===== src/rtl/ex_operand_stage_pkg.sv =====
// Shared MIPS pipeline constants: datapath widths and the ALU opcode encoding.
package mips_pkg;
   localparam int DW  = 32;
   localparam int RW  = 5;
   localparam int OPW = 5;

   localparam logic [RW-1:0] REG_ZERO = 5'd0;

   localparam logic [OPW-1:0] A_NOP      = 5'h0;
   localparam logic [OPW-1:0] A_ADD      = 5'h1;
   localparam logic [OPW-1:0] A_SUB      = 5'h2;
   localparam logic [OPW-1:0] A_AND      = 5'h3;
   localparam logic [OPW-1:0] A_OR       = 5'h4;
   localparam logic [OPW-1:0] A_XOR      = 5'h5;
   localparam logic [OPW-1:0] A_NOR      = 5'h6;
   localparam logic [OPW-1:0] A_ZERO     = 5'h7;
   localparam logic [OPW-1:0] A_LShift16 = 5'h8;
   localparam logic [OPW-1:0] A_SLL      = 5'h9;
   localparam logic [OPW-1:0] A_SRL      = 5'h10;

   // True when a writeback source should override the register-file value of src.
   function automatic logic fwd_hit(input logic we, input logic [RW-1:0] rd,
                                    input logic [RW-1:0] src);
      return we && (rd != REG_ZERO) && (rd == src);
   endfunction
endpackage


===== src/rtl/ex_operand_stage_if.sv =====
// ID->EX bundle: decoded instruction, forward sources, and the EX/ALU-side results.
interface ex_operand_stage_if #(
   parameter int DW  = mips_pkg::DW,
   parameter int RW  = mips_pkg::RW,
   parameter int OPW = mips_pkg::OPW
);
   logic           id_valid;
   logic [OPW-1:0] id_alu_op;
   logic [RW-1:0]  id_rs, id_rt, id_rd;
   logic           id_rs_used, id_rt_used;
   logic [DW-1:0]  id_rs_val, id_rt_val, id_imm;
   logic [RW-1:0]  id_shamt;
   logic           id_use_imm, id_use_shamt;
   logic           id_reg_write, id_mem_read, id_mem_write;
   logic           flush, stall_in;
   logic           exmem_reg_write;
   logic [RW-1:0]  exmem_rd;
   logic [DW-1:0]  exmem_result;
   logic           memwb_reg_write;
   logic [RW-1:0]  memwb_rd;
   logic [DW-1:0]  memwb_result;

   logic           hazard_stall;
   logic           ex_valid;
   logic [DW-1:0]  alu_a, alu_b;
   logic [OPW-1:0] alu_op;
   logic [RW-1:0]  ex_rd;
   logic           ex_reg_write, ex_mem_read, ex_mem_write;
   logic [DW-1:0]  ex_store_data;

   modport master (
      output id_valid, id_alu_op, id_rs, id_rt, id_rd, id_rs_used, id_rt_used,
             id_rs_val, id_rt_val, id_imm, id_shamt, id_use_imm, id_use_shamt,
             id_reg_write, id_mem_read, id_mem_write, flush, stall_in,
             exmem_reg_write, exmem_rd, exmem_result,
             memwb_reg_write, memwb_rd, memwb_result,
      input  hazard_stall, ex_valid, alu_a, alu_b, alu_op, ex_rd,
             ex_reg_write, ex_mem_read, ex_mem_write, ex_store_data
   );

   modport slave (
      input  id_valid, id_alu_op, id_rs, id_rt, id_rd, id_rs_used, id_rt_used,
             id_rs_val, id_rt_val, id_imm, id_shamt, id_use_imm, id_use_shamt,
             id_reg_write, id_mem_read, id_mem_write, flush, stall_in,
             exmem_reg_write, exmem_rd, exmem_result,
             memwb_reg_write, memwb_rd, memwb_result,
      output hazard_stall, ex_valid, alu_a, alu_b, alu_op, ex_rd,
             ex_reg_write, ex_mem_read, ex_mem_write, ex_store_data
   );
endinterface


===== src/rtl/ex_operand_stage_fwd_mux.sv =====
// Per-source operand forwarding: EX/MEM beats MEM/WB beats the captured register value.
module fwd_mux
   import mips_pkg::*;
#(
   parameter int DW = mips_pkg::DW
) (
   input  logic [RW-1:0] src,
   input  logic          used,
   input  logic [DW-1:0] reg_val,
   input  logic          exmem_reg_write,
   input  logic [RW-1:0] exmem_rd,
   input  logic [DW-1:0] exmem_result,
   input  logic          memwb_reg_write,
   input  logic [RW-1:0] memwb_rd,
   input  logic [DW-1:0] memwb_result,
   output logic [DW-1:0] operand
);
   always_comb begin
      operand = reg_val;
      if (src == REG_ZERO)
         operand = '0;
      else if (used && fwd_hit(exmem_reg_write, exmem_rd, src))
         operand = exmem_result;
      else if (used && fwd_hit(memwb_reg_write, memwb_rd, src))
         operand = memwb_result;
   end
endmodule


===== src/rtl/ex_operand_stage.sv =====
// ID/EX register with forwarding, operand select and load-use hazard detection.
// Optional EX_BUBBLE_CNT_EN adds a saturating count of hazard-inserted bubbles.
module ex_operand_stage
   import mips_pkg::*;
#(
   parameter int DW  = mips_pkg::DW,
   parameter int RW  = mips_pkg::RW,
   parameter int OPW = mips_pkg::OPW
) (
   input  logic clk,
   input  logic rst_n,
   ex_operand_stage_if.slave bus
`ifdef EX_BUBBLE_CNT_EN
   ,
   output logic [31:0] bubble_count
`endif
);
   logic           ex_valid_reg;
   logic [OPW-1:0] alu_op_reg;
   logic [RW-1:0]  rd_reg, rs_reg, rt_reg, shamt_reg;
   logic           reg_write_reg, mem_read_reg, mem_write_reg;
   logic           rs_used_reg, rt_used_reg, use_imm_reg, use_shamt_reg;
   logic [DW-1:0]  rs_val_reg, rt_val_reg, imm_reg;
   logic           hazard;

   logic [RW-1:0]  src_idx  [2];
   logic           src_used [2];
   logic [DW-1:0]  src_val  [2];
   logic [DW-1:0]  fwd_val  [2];

   // Only a valid load in EX writing a nonzero register can create a load-use stall.
   assign hazard = bus.id_valid & ex_valid_reg & mem_read_reg & (rd_reg != '0)
                 & ((bus.id_rs_used & (bus.id_rs == rd_reg))
                  | (bus.id_rt_used & (bus.id_rt == rd_reg)))
                 & ~bus.flush;

   always_ff @(posedge clk or negedge rst_n) begin
      if (!rst_n) begin
         ex_valid_reg  <= 1'b0;
         alu_op_reg    <= A_NOP;
         rd_reg        <= '0;
         rs_reg        <= '0;
         rt_reg        <= '0;
         shamt_reg     <= '0;
         reg_write_reg <= 1'b0;
         mem_read_reg  <= 1'b0;
         mem_write_reg <= 1'b0;
         rs_used_reg   <= 1'b0;
         rt_used_reg   <= 1'b0;
         use_imm_reg   <= 1'b0;
         use_shamt_reg <= 1'b0;
         rs_val_reg    <= '0;
         rt_val_reg    <= '0;
         imm_reg       <= '0;
      end else if (!bus.stall_in) begin
         if (bus.flush || hazard) begin
            ex_valid_reg  <= 1'b0;
            alu_op_reg    <= A_NOP;
            rd_reg        <= '0;
            rs_reg        <= '0;
            rt_reg        <= '0;
            shamt_reg     <= '0;
            reg_write_reg <= 1'b0;
            mem_read_reg  <= 1'b0;
            mem_write_reg <= 1'b0;
            rs_used_reg   <= 1'b0;
            rt_used_reg   <= 1'b0;
            use_imm_reg   <= 1'b0;
            use_shamt_reg <= 1'b0;
            rs_val_reg    <= '0;
            rt_val_reg    <= '0;
            imm_reg       <= '0;
         end else begin
            ex_valid_reg  <= bus.id_valid;
            alu_op_reg    <= bus.id_valid ? bus.id_alu_op : A_NOP;
            rd_reg        <= bus.id_valid ? bus.id_rd : '0;
            reg_write_reg <= bus.id_valid & bus.id_reg_write;
            mem_read_reg  <= bus.id_valid & bus.id_mem_read;
            mem_write_reg <= bus.id_valid & bus.id_mem_write;
            rs_reg        <= bus.id_rs;
            rt_reg        <= bus.id_rt;
            shamt_reg     <= bus.id_shamt;
            rs_used_reg   <= bus.id_rs_used;
            rt_used_reg   <= bus.id_rt_used;
            use_imm_reg   <= bus.id_use_imm;
            use_shamt_reg <= bus.id_use_shamt;
            rs_val_reg    <= bus.id_rs_val;
            rt_val_reg    <= bus.id_rt_val;
            imm_reg       <= bus.id_imm;
         end
      end
   end

   assign src_idx[0]  = rs_reg;
   assign src_idx[1]  = rt_reg;
   assign src_used[0] = rs_used_reg;
   assign src_used[1] = rt_used_reg;
   assign src_val[0]  = rs_val_reg;
   assign src_val[1]  = rt_val_reg;

   generate
      for (genvar gi = 0; gi < 2; gi++) begin : g_fwd
         fwd_mux #(.DW(DW)) u_fwd (
            .src             (src_idx[gi]),
            .used            (src_used[gi]),
            .reg_val         (src_val[gi]),
            .exmem_reg_write (bus.exmem_reg_write),
            .exmem_rd        (bus.exmem_rd),
            .exmem_result    (bus.exmem_result),
            .memwb_reg_write (bus.memwb_reg_write),
            .memwb_rd        (bus.memwb_rd),
            .memwb_result    (bus.memwb_result),
            .operand         (fwd_val[gi])
         );
      end
   endgenerate

   assign bus.hazard_stall  = hazard;
   assign bus.ex_valid      = ex_valid_reg;
   assign bus.alu_op        = alu_op_reg;
   assign bus.ex_rd         = rd_reg;
   assign bus.ex_reg_write  = reg_write_reg;
   assign bus.ex_mem_read   = mem_read_reg;
   assign bus.ex_mem_write  = mem_write_reg;
   assign bus.alu_a         = use_shamt_reg ? {{(DW-RW){1'b0}}, shamt_reg} : fwd_val[0];
   assign bus.alu_b         = use_imm_reg ? imm_reg : fwd_val[1];
   assign bus.ex_store_data = fwd_val[1];

`ifdef EX_BUBBLE_CNT_EN
   logic [31:0] bubble_count_reg;

   // hazard already excludes flush, so flush bubbles are never counted.
   always_ff @(posedge clk or negedge rst_n) begin
      if (!rst_n)
         bubble_count_reg <= '0;
      else if (!bus.stall_in && hazard && (bubble_count_reg != 32'hFFFF_FFFF))
         bubble_count_reg <= bubble_count_reg + 32'd1;
   end

   assign bubble_count = bubble_count_reg;
`endif
endmodule


===== src/flat_wrapper.sv =====
// flat-port wrapper written by rule: the top's interface ports become plain ports
module ex_operand_stage_flat import mips_pkg::*;
#(
   parameter int DW  = mips_pkg::DW,
   parameter int RW  = mips_pkg::RW,
   parameter int OPW = mips_pkg::OPW
)
  (clk, rst_n, bus_id_valid, bus_id_alu_op, bus_id_rs, bus_id_rt, bus_id_rd, bus_id_rs_used, bus_id_rt_used, bus_id_rs_val, bus_id_rt_val, bus_id_imm, bus_id_shamt, bus_id_use_imm, bus_id_use_shamt, bus_id_reg_write, bus_id_mem_read, bus_id_mem_write, bus_flush, bus_stall_in, bus_exmem_reg_write, bus_exmem_rd, bus_exmem_result, bus_memwb_reg_write, bus_memwb_rd, bus_memwb_result, bus_hazard_stall, bus_ex_valid, bus_alu_a, bus_alu_b, bus_alu_op, bus_ex_rd, bus_ex_reg_write, bus_ex_mem_read, bus_ex_mem_write, bus_ex_store_data);
  ex_operand_stage_if #(.DW(DW), .RW(RW), .OPW(OPW)) bus_i ();
  input  logic clk;
  input  logic rst_n;
  input wire logic [$bits(bus_i.id_valid)-1:0] bus_id_valid;
  input wire logic [$bits(bus_i.id_alu_op)-1:0] bus_id_alu_op;
  input wire logic [$bits(bus_i.id_rs)-1:0] bus_id_rs;
  input wire logic [$bits(bus_i.id_rt)-1:0] bus_id_rt;
  input wire logic [$bits(bus_i.id_rd)-1:0] bus_id_rd;
  input wire logic [$bits(bus_i.id_rs_used)-1:0] bus_id_rs_used;
  input wire logic [$bits(bus_i.id_rt_used)-1:0] bus_id_rt_used;
  input wire logic [$bits(bus_i.id_rs_val)-1:0] bus_id_rs_val;
  input wire logic [$bits(bus_i.id_rt_val)-1:0] bus_id_rt_val;
  input wire logic [$bits(bus_i.id_imm)-1:0] bus_id_imm;
  input wire logic [$bits(bus_i.id_shamt)-1:0] bus_id_shamt;
  input wire logic [$bits(bus_i.id_use_imm)-1:0] bus_id_use_imm;
  input wire logic [$bits(bus_i.id_use_shamt)-1:0] bus_id_use_shamt;
  input wire logic [$bits(bus_i.id_reg_write)-1:0] bus_id_reg_write;
  input wire logic [$bits(bus_i.id_mem_read)-1:0] bus_id_mem_read;
  input wire logic [$bits(bus_i.id_mem_write)-1:0] bus_id_mem_write;
  input wire logic [$bits(bus_i.flush)-1:0] bus_flush;
  input wire logic [$bits(bus_i.stall_in)-1:0] bus_stall_in;
  input wire logic [$bits(bus_i.exmem_reg_write)-1:0] bus_exmem_reg_write;
  input wire logic [$bits(bus_i.exmem_rd)-1:0] bus_exmem_rd;
  input wire logic [$bits(bus_i.exmem_result)-1:0] bus_exmem_result;
  input wire logic [$bits(bus_i.memwb_reg_write)-1:0] bus_memwb_reg_write;
  input wire logic [$bits(bus_i.memwb_rd)-1:0] bus_memwb_rd;
  input wire logic [$bits(bus_i.memwb_result)-1:0] bus_memwb_result;
  output wire logic [$bits(bus_i.hazard_stall)-1:0] bus_hazard_stall;
  output wire logic [$bits(bus_i.ex_valid)-1:0] bus_ex_valid;
  output wire logic [$bits(bus_i.alu_a)-1:0] bus_alu_a;
  output wire logic [$bits(bus_i.alu_b)-1:0] bus_alu_b;
  output wire logic [$bits(bus_i.alu_op)-1:0] bus_alu_op;
  output wire logic [$bits(bus_i.ex_rd)-1:0] bus_ex_rd;
  output wire logic [$bits(bus_i.ex_reg_write)-1:0] bus_ex_reg_write;
  output wire logic [$bits(bus_i.ex_mem_read)-1:0] bus_ex_mem_read;
  output wire logic [$bits(bus_i.ex_mem_write)-1:0] bus_ex_mem_write;
  output wire logic [$bits(bus_i.ex_store_data)-1:0] bus_ex_store_data;
  assign bus_i.id_valid = bus_id_valid;
  assign bus_i.id_alu_op = bus_id_alu_op;
  assign bus_i.id_rs = bus_id_rs;
  assign bus_i.id_rt = bus_id_rt;
  assign bus_i.id_rd = bus_id_rd;
  assign bus_i.id_rs_used = bus_id_rs_used;
  assign bus_i.id_rt_used = bus_id_rt_used;
  assign bus_i.id_rs_val = bus_id_rs_val;
  assign bus_i.id_rt_val = bus_id_rt_val;
  assign bus_i.id_imm = bus_id_imm;
  assign bus_i.id_shamt = bus_id_shamt;
  assign bus_i.id_use_imm = bus_id_use_imm;
  assign bus_i.id_use_shamt = bus_id_use_shamt;
  assign bus_i.id_reg_write = bus_id_reg_write;
  assign bus_i.id_mem_read = bus_id_mem_read;
  assign bus_i.id_mem_write = bus_id_mem_write;
  assign bus_i.flush = bus_flush;
  assign bus_i.stall_in = bus_stall_in;
  assign bus_i.exmem_reg_write = bus_exmem_reg_write;
  assign bus_i.exmem_rd = bus_exmem_rd;
  assign bus_i.exmem_result = bus_exmem_result;
  assign bus_i.memwb_reg_write = bus_memwb_reg_write;
  assign bus_i.memwb_rd = bus_memwb_rd;
  assign bus_i.memwb_result = bus_memwb_result;
  assign bus_hazard_stall = bus_i.hazard_stall;
  assign bus_ex_valid = bus_i.ex_valid;
  assign bus_alu_a = bus_i.alu_a;
  assign bus_alu_b = bus_i.alu_b;
  assign bus_alu_op = bus_i.alu_op;
  assign bus_ex_rd = bus_i.ex_rd;
  assign bus_ex_reg_write = bus_i.ex_reg_write;
  assign bus_ex_mem_read = bus_i.ex_mem_read;
  assign bus_ex_mem_write = bus_i.ex_mem_write;
  assign bus_ex_store_data = bus_i.ex_store_data;
  ex_operand_stage #(.DW(DW), .RW(RW), .OPW(OPW)) u_core (.clk(clk), .rst_n(rst_n), .bus(bus_i));
endmodule

===== config.mk =====
export PLATFORM = sky130hd
export DESIGN_NAME = ex_operand_stage_flat
export DESIGN_NICKNAME = d
export VERILOG_FILES = /design/src/rtl/ex_operand_stage_pkg.sv /design/src/rtl/ex_operand_stage_if.sv /design/src/rtl/ex_operand_stage_fwd_mux.sv /design/src/rtl/ex_operand_stage.sv /design/src/flat_wrapper.sv
export SDC_FILE = /design/constraint.sdc
export NUM_CORES = 1
export LEC_CHECK = 0
export BUFFER_PORTS_ARGS = -buffer_cell sky130_fd_sc_hd__buf_2
export CORE_ASPECT_RATIO = 1.5
export CORE_MARGIN = 8
export CORE_UTILIZATION = 48
export CTS_CLUSTER_DIAMETER = 30
export DETAILED_ROUTE_END_ITERATION = 7
export GPL_ROUTABILITY_DRIVEN = 0
export PLACE_DENSITY = 0.87
export RECOVER_POWER = 50
export SETUP_SLACK_MARGIN = 0.2
export SYNTH_ARGS = -nofsm -noshare
export SYNTH_HDL_FRONTEND = slang
export SYNTH_SLANG_ARGS = --single-unit

===== constraint.sdc =====
create_clock -name clk -period 2.9 [get_ports clk]
set_input_delay 0.58 -clock clk [delete_from_list [all_inputs] [get_ports clk]]
set_output_delay 0.58 -clock clk [all_outputs]
set_load 0.03 [all_outputs]

==> flow_metrics.tcl, run 1 <==
set metrics [dict create \
    status "did not finish" \
    outcome.stop_stage "global routing (5_1_grt)" \
    error "[ERROR GRT-0232] Routing congestion too high. Check the congestion heatmap in the GUI." \
    port_buffers 319 \
    clk_path_buf_depth 2 \
    synth_area_leaders "dfrtp_1, a22o_1, a211oi_2, nand2_1, nor3_1" \
    synth_nets 964 \
    synthMostInstantiatedCell "dfrtp_1" \
    initial_core_util_pct 48.9 \
    cts.sinks 129 \
    dpl-instance-area_sq_mm 0.0112 \
    synth_seq_cells 129 \
    hold_buffers 0 \
    async_reset_ff_share_pct 100 \
    synth_top_area_share_pct 43.8 \
    synth_top_cells_by_count "dfrtp_1, a22o_1, nand2_1" \
    die_w_um 117 \
    synth_flop_cell "dfrtp_1" \
    htree_levels 4 \
    rows 55 \
    synth_area_sq_mm 0.00736 \
    antenna_found_initial 17 \
    pre_cts_ws_ps -284 \
    dp_hpwl_um 22700 \
    cts-buffers-inserted 17 \
    ys_warn_count 0 \
    yosysSeqAreaShare_pct 43.8 \
    avgSynthCellArea_sq_um 9.75 \
    yosys.area.top_type "dfrtp_1" \
    grt_max_degree 130 \
    endpoint_type "output port" \
    boundaryPins 320 \
    postGrtWorstEndpoint "bus_alu_a[19]" \
    grt_usage_pct 74.0 \
    grt_overflow 95 \
    die_h_um 168 \
    ctsRootBufferMaster "clkbuf_16" \
    synth-edff-count 0 \
    postSynthCellCount 755 \
    synth_cell_types 37 \
]
==> cells by family after synthesis <==
family / after synthesis / synth area share [%]
compound gates: 263 / 31.5
xor+xnor: 30 / 3.57
buf+inv: 79 / 5.28
flops: 129 / 43.8
mux: 5 / 0.680
simple gates: 249 / 15.1
==> what timing repair did <==
action | in CTS
pin swaps | 51
endpoints found under the setup margin | 96
gates resized for setup | 368
cloned | 14
buffers inserted | 41
==> layer usage <==
metal	overflow	GRT usage, %
met1	2	72.0
met2	50	88.6
met3	1	63.7
met4	42	74.6
met5	0	11.6
==> per-stage QoR <==
stage / std cells / hold WS, ps
floorplan: 755 / 284
global placement: 1310 / 468
detailed placement: 1310 / 475
CTS: 1397 / 154
==> run 2: changes to the inputs <==
--- a/config.mk
+++ b/config.mk
@@ -6,15 +6,12 @@
 export NUM_CORES = 1
 export LEC_CHECK = 0
 export BUFFER_PORTS_ARGS = -buffer_cell sky130_fd_sc_hd__buf_2
-export CORE_ASPECT_RATIO = 1.5
 export CORE_MARGIN = 8
-export CORE_UTILIZATION = 48
-export CTS_CLUSTER_DIAMETER = 30
+export CORE_UTILIZATION = 40
 export DETAILED_ROUTE_END_ITERATION = 7
 export GPL_ROUTABILITY_DRIVEN = 0
-export PLACE_DENSITY = 0.87
+export PLACE_DENSITY_LB_ADDON = 0.15
 export RECOVER_POWER = 50
-export SETUP_SLACK_MARGIN = 0.2
 export SYNTH_ARGS = -nofsm -noshare
 export SYNTH_HDL_FRONTEND = slang
 export SYNTH_SLANG_ARGS = --single-unit
==> run 2 against run 1 <==
The flow now finishes, with violations (capacitance limit, slew limit, setup timing). Synthesized cell count unchanged. Synthesized area unchanged.
==> flow_metrics.tcl, run 2 <==
set metrics [dict create \
    required_ps 2320 \
    min_path_type "primary input to flop" \
    min_period_ps 3090 \
    cap_violations 1 \
    wl_um 33800 \
    synth_cell_types 37 \
    drive_above_1_share_pct 58.9 \
    die_w_um 152 \
    synth_seq_cells 129 \
    layout_common_cells "buf_2, dfrtp_1, a22o_1, buf_4, nand2_1" \
    drc 0 \
    rows 49 \
    worstPathCellList "xnor2_1 > nand4_1 > or3_4 > buf_12 > clkbuf_16 > a211oi_2 > buf_4 > nor3_2 > buf_4" \
    initial_core_util_pct 40.9 \
    grt_pass1_wl_um 47900 \
    hold_viol 0 \
    vias 8161 \
    grt_pass1_vias 8707 \
    cts-buffers-inserted 17 \
    dp_hpwl_um 21300 \
    status "complete, but fails checks" \
    drt_pass1_iterations 5 \
    areaGrowthSynthToFinish_pct 75.8 \
    fmax_mhz 323 \
    synth_area_sq_mm 0.00736 \
    boundaryPins 320 \
    slowest_stage "dfrtp_1" \
    synth_top_cells_by_count "dfrtp_1, a22o_1, nand2_1" \
    dpl-instance-area_sq_mm 0.0102 \
    synth_nets 964 \
    cts_tree "done" \
    antenna_found_initial 6 \
    finalCritPeriodShare_pct 107 \
    cpPeakStageDelay_ps 440 \
    grt_overflow 0 \
    synth-edff-count 0 \
    drt_iter0_drc 608 \
    die-area_sq_mm 0.0230 \
    viasPerCell 5.88 \
    finClkSkew_ps 8.52 \
    p_per_area_mw_per_mm2 483 \
    worstSkewPairLatency_ps 420 \
    ys_warn_count 0 \
    clk_path_buf_depth 2 \
    start_kind "flop" \
    whs_ps 371 \
    worstMarginPinSlew_ps 1610 \
    async_reset_ff_share_pct 100 \
    ff2ff_path_depth 6 \
    yosysSeqAreaShare_pct 43.8 \
    wl_per_cell_um 24.4 \
    peakVddDrop_v 0.000408 \
    final_common_cell "buf_2" \
    worst_slack_ps -193 \
    drv_slew 62 \
    yosys.area.top_type "dfrtp_1" \
    failed_checks "capacitance limit, slew limit, setup timing" \
    die_h_um 152 \
    finalInstanceArea_sq_mm 0.0129 \
    ctsRootBufferMaster "clkbuf_16" \
    power_leakage_nw 5.74 \
    detail-route-antenna-nets 0 \
    cp_max_fo 6 \
    final_util_pct 71.8 \
    arrival_ps 2510 \
    pre_cts_ws_ps -293 \
    hold_depth 2 \
    coreArea_sq_mm 0.0180 \
    avgSynthCellArea_sq_um 9.75 \
    synth_top_area_share_pct 43.8 \
    fin_nets 1350 \
    critPathKind "flop to primary output" \
    rsz0062_at_grt "yes" \
    slew-limit-headroom_pct -7.25 \
    postSynthCellCount 755 \
    synth_area_leaders "dfrtp_1, a22o_1, a211oi_2, nand2_1, nor3_1" \
    port_buffers 319 \
    cts.sinks 129 \
    grt_usage_pct 27.1 \
    setup-violations-final 96 \
    htree_levels 4 \
    synthMostInstantiatedCell "dfrtp_1" \
    critPathMostFrequentCell "buf_4" \
    crit_path_end_kind "primary output" \
    grt_max_degree 92 \
    clkSlewWorstSetupHoldPaths_ps 60 \
    synth_flop_cell "dfrtp_1" \
]
[run 2: cell counts after synthesis]
No cell type changed its count.
[run 2: critical path, delay by kind of cell, from the launching register on]
family	cells	cell delay, ps
compound gates	1	220
buf+inv	4	650
xor+xnor	1	160
flops	1	440
simple gates	3	610
[run 2: layout make-up]
class / instances / area, sq um
Multi-Input combinational cell: 547 / 5140
Fill cell: 1276 / 5070
Timing Repair Buffer: 446 / 3660
Sequential cell: 129 / 3230
Clock buffer: 19 / 453
Tap cell: 229 / 287
Clock inverter: 13 / 160
Antenna cell: 6 / 15.0
[run 2: routing by layer]
metal	up-vias	share of wire, %	GRT usage (%)
met2	420	50	44.0
met5	-	0.035	0
li1	3616	-	-
met1	4055	39	33.1
met3	68	8.4	7.19
met4	2	2.9	12.4
[run 2: final timing paths]
kind	from	end	slack [ps]
max in group asynchronous	rst_n	u_core.rs_reg[1]	330
setup reg to reg	u_core.bus.ex_rd[4]	u_core.bus.alu_op[2]	990
min in group asynchronous	rst_n	u_core.rs_val_reg[18]	560
setup / recovery	u_core.rt_reg[1]	bus_ex_store_data[6]	-190
hold / removal	bus_id_rt_val[17]	u_core.rt_val_reg[17]	370
hold reg to reg	u_core.bus.ex_reg_write	u_core.bus.ex_reg_write	490
[run 2: stage by stage]
stage,instances,total power [W],setup TNS (ps)
2_1_floorplan,755,0.00299,-316
3_3_place_gp,1294,0.00363,-14300
3_5_place_dp,1294,0.00364,-17030
4_1_cts,1360,0.00611,-12670
5_1_grt,1387,0.00647,-20910
6_report,1389,0.00626,-12810
[run 2: cells by family after synthesis]
| kind of cell | share of synthesized area, % |
|---|---|
| AO/OA/AOI/OAI | 31.5 |
| XOR/XNOR | 3.57 |
| buffers and inverters | 5.28 |
| flip-flops | 43.8 |
| multiplexers | 0.680 |
| AND/OR/NAND/NOR | 15.1 |
[run 2: repair_timing]
action,CTS,global route
pin swaps,34,49
gates cloned,5,7
resized for setup,233,146
hold buffers,0,0
buffers inserted,30,20
setup endpoints to repair,96,96
[run 2: power breakdown]
| group | leakage (nW) | internal (W) | switching (W) |
|---|---|---|---|
| clock network | 0.299 | 0.00140 | 0.000862 |
| registers | 1.68 | 0.00194 | 0.000119 |
| logic | 3.75 | 0.000841 | 0.00110 |
| total | 5.74 | 0.00417 | 0.00208 |
Power figures use the tool's default switching activity.
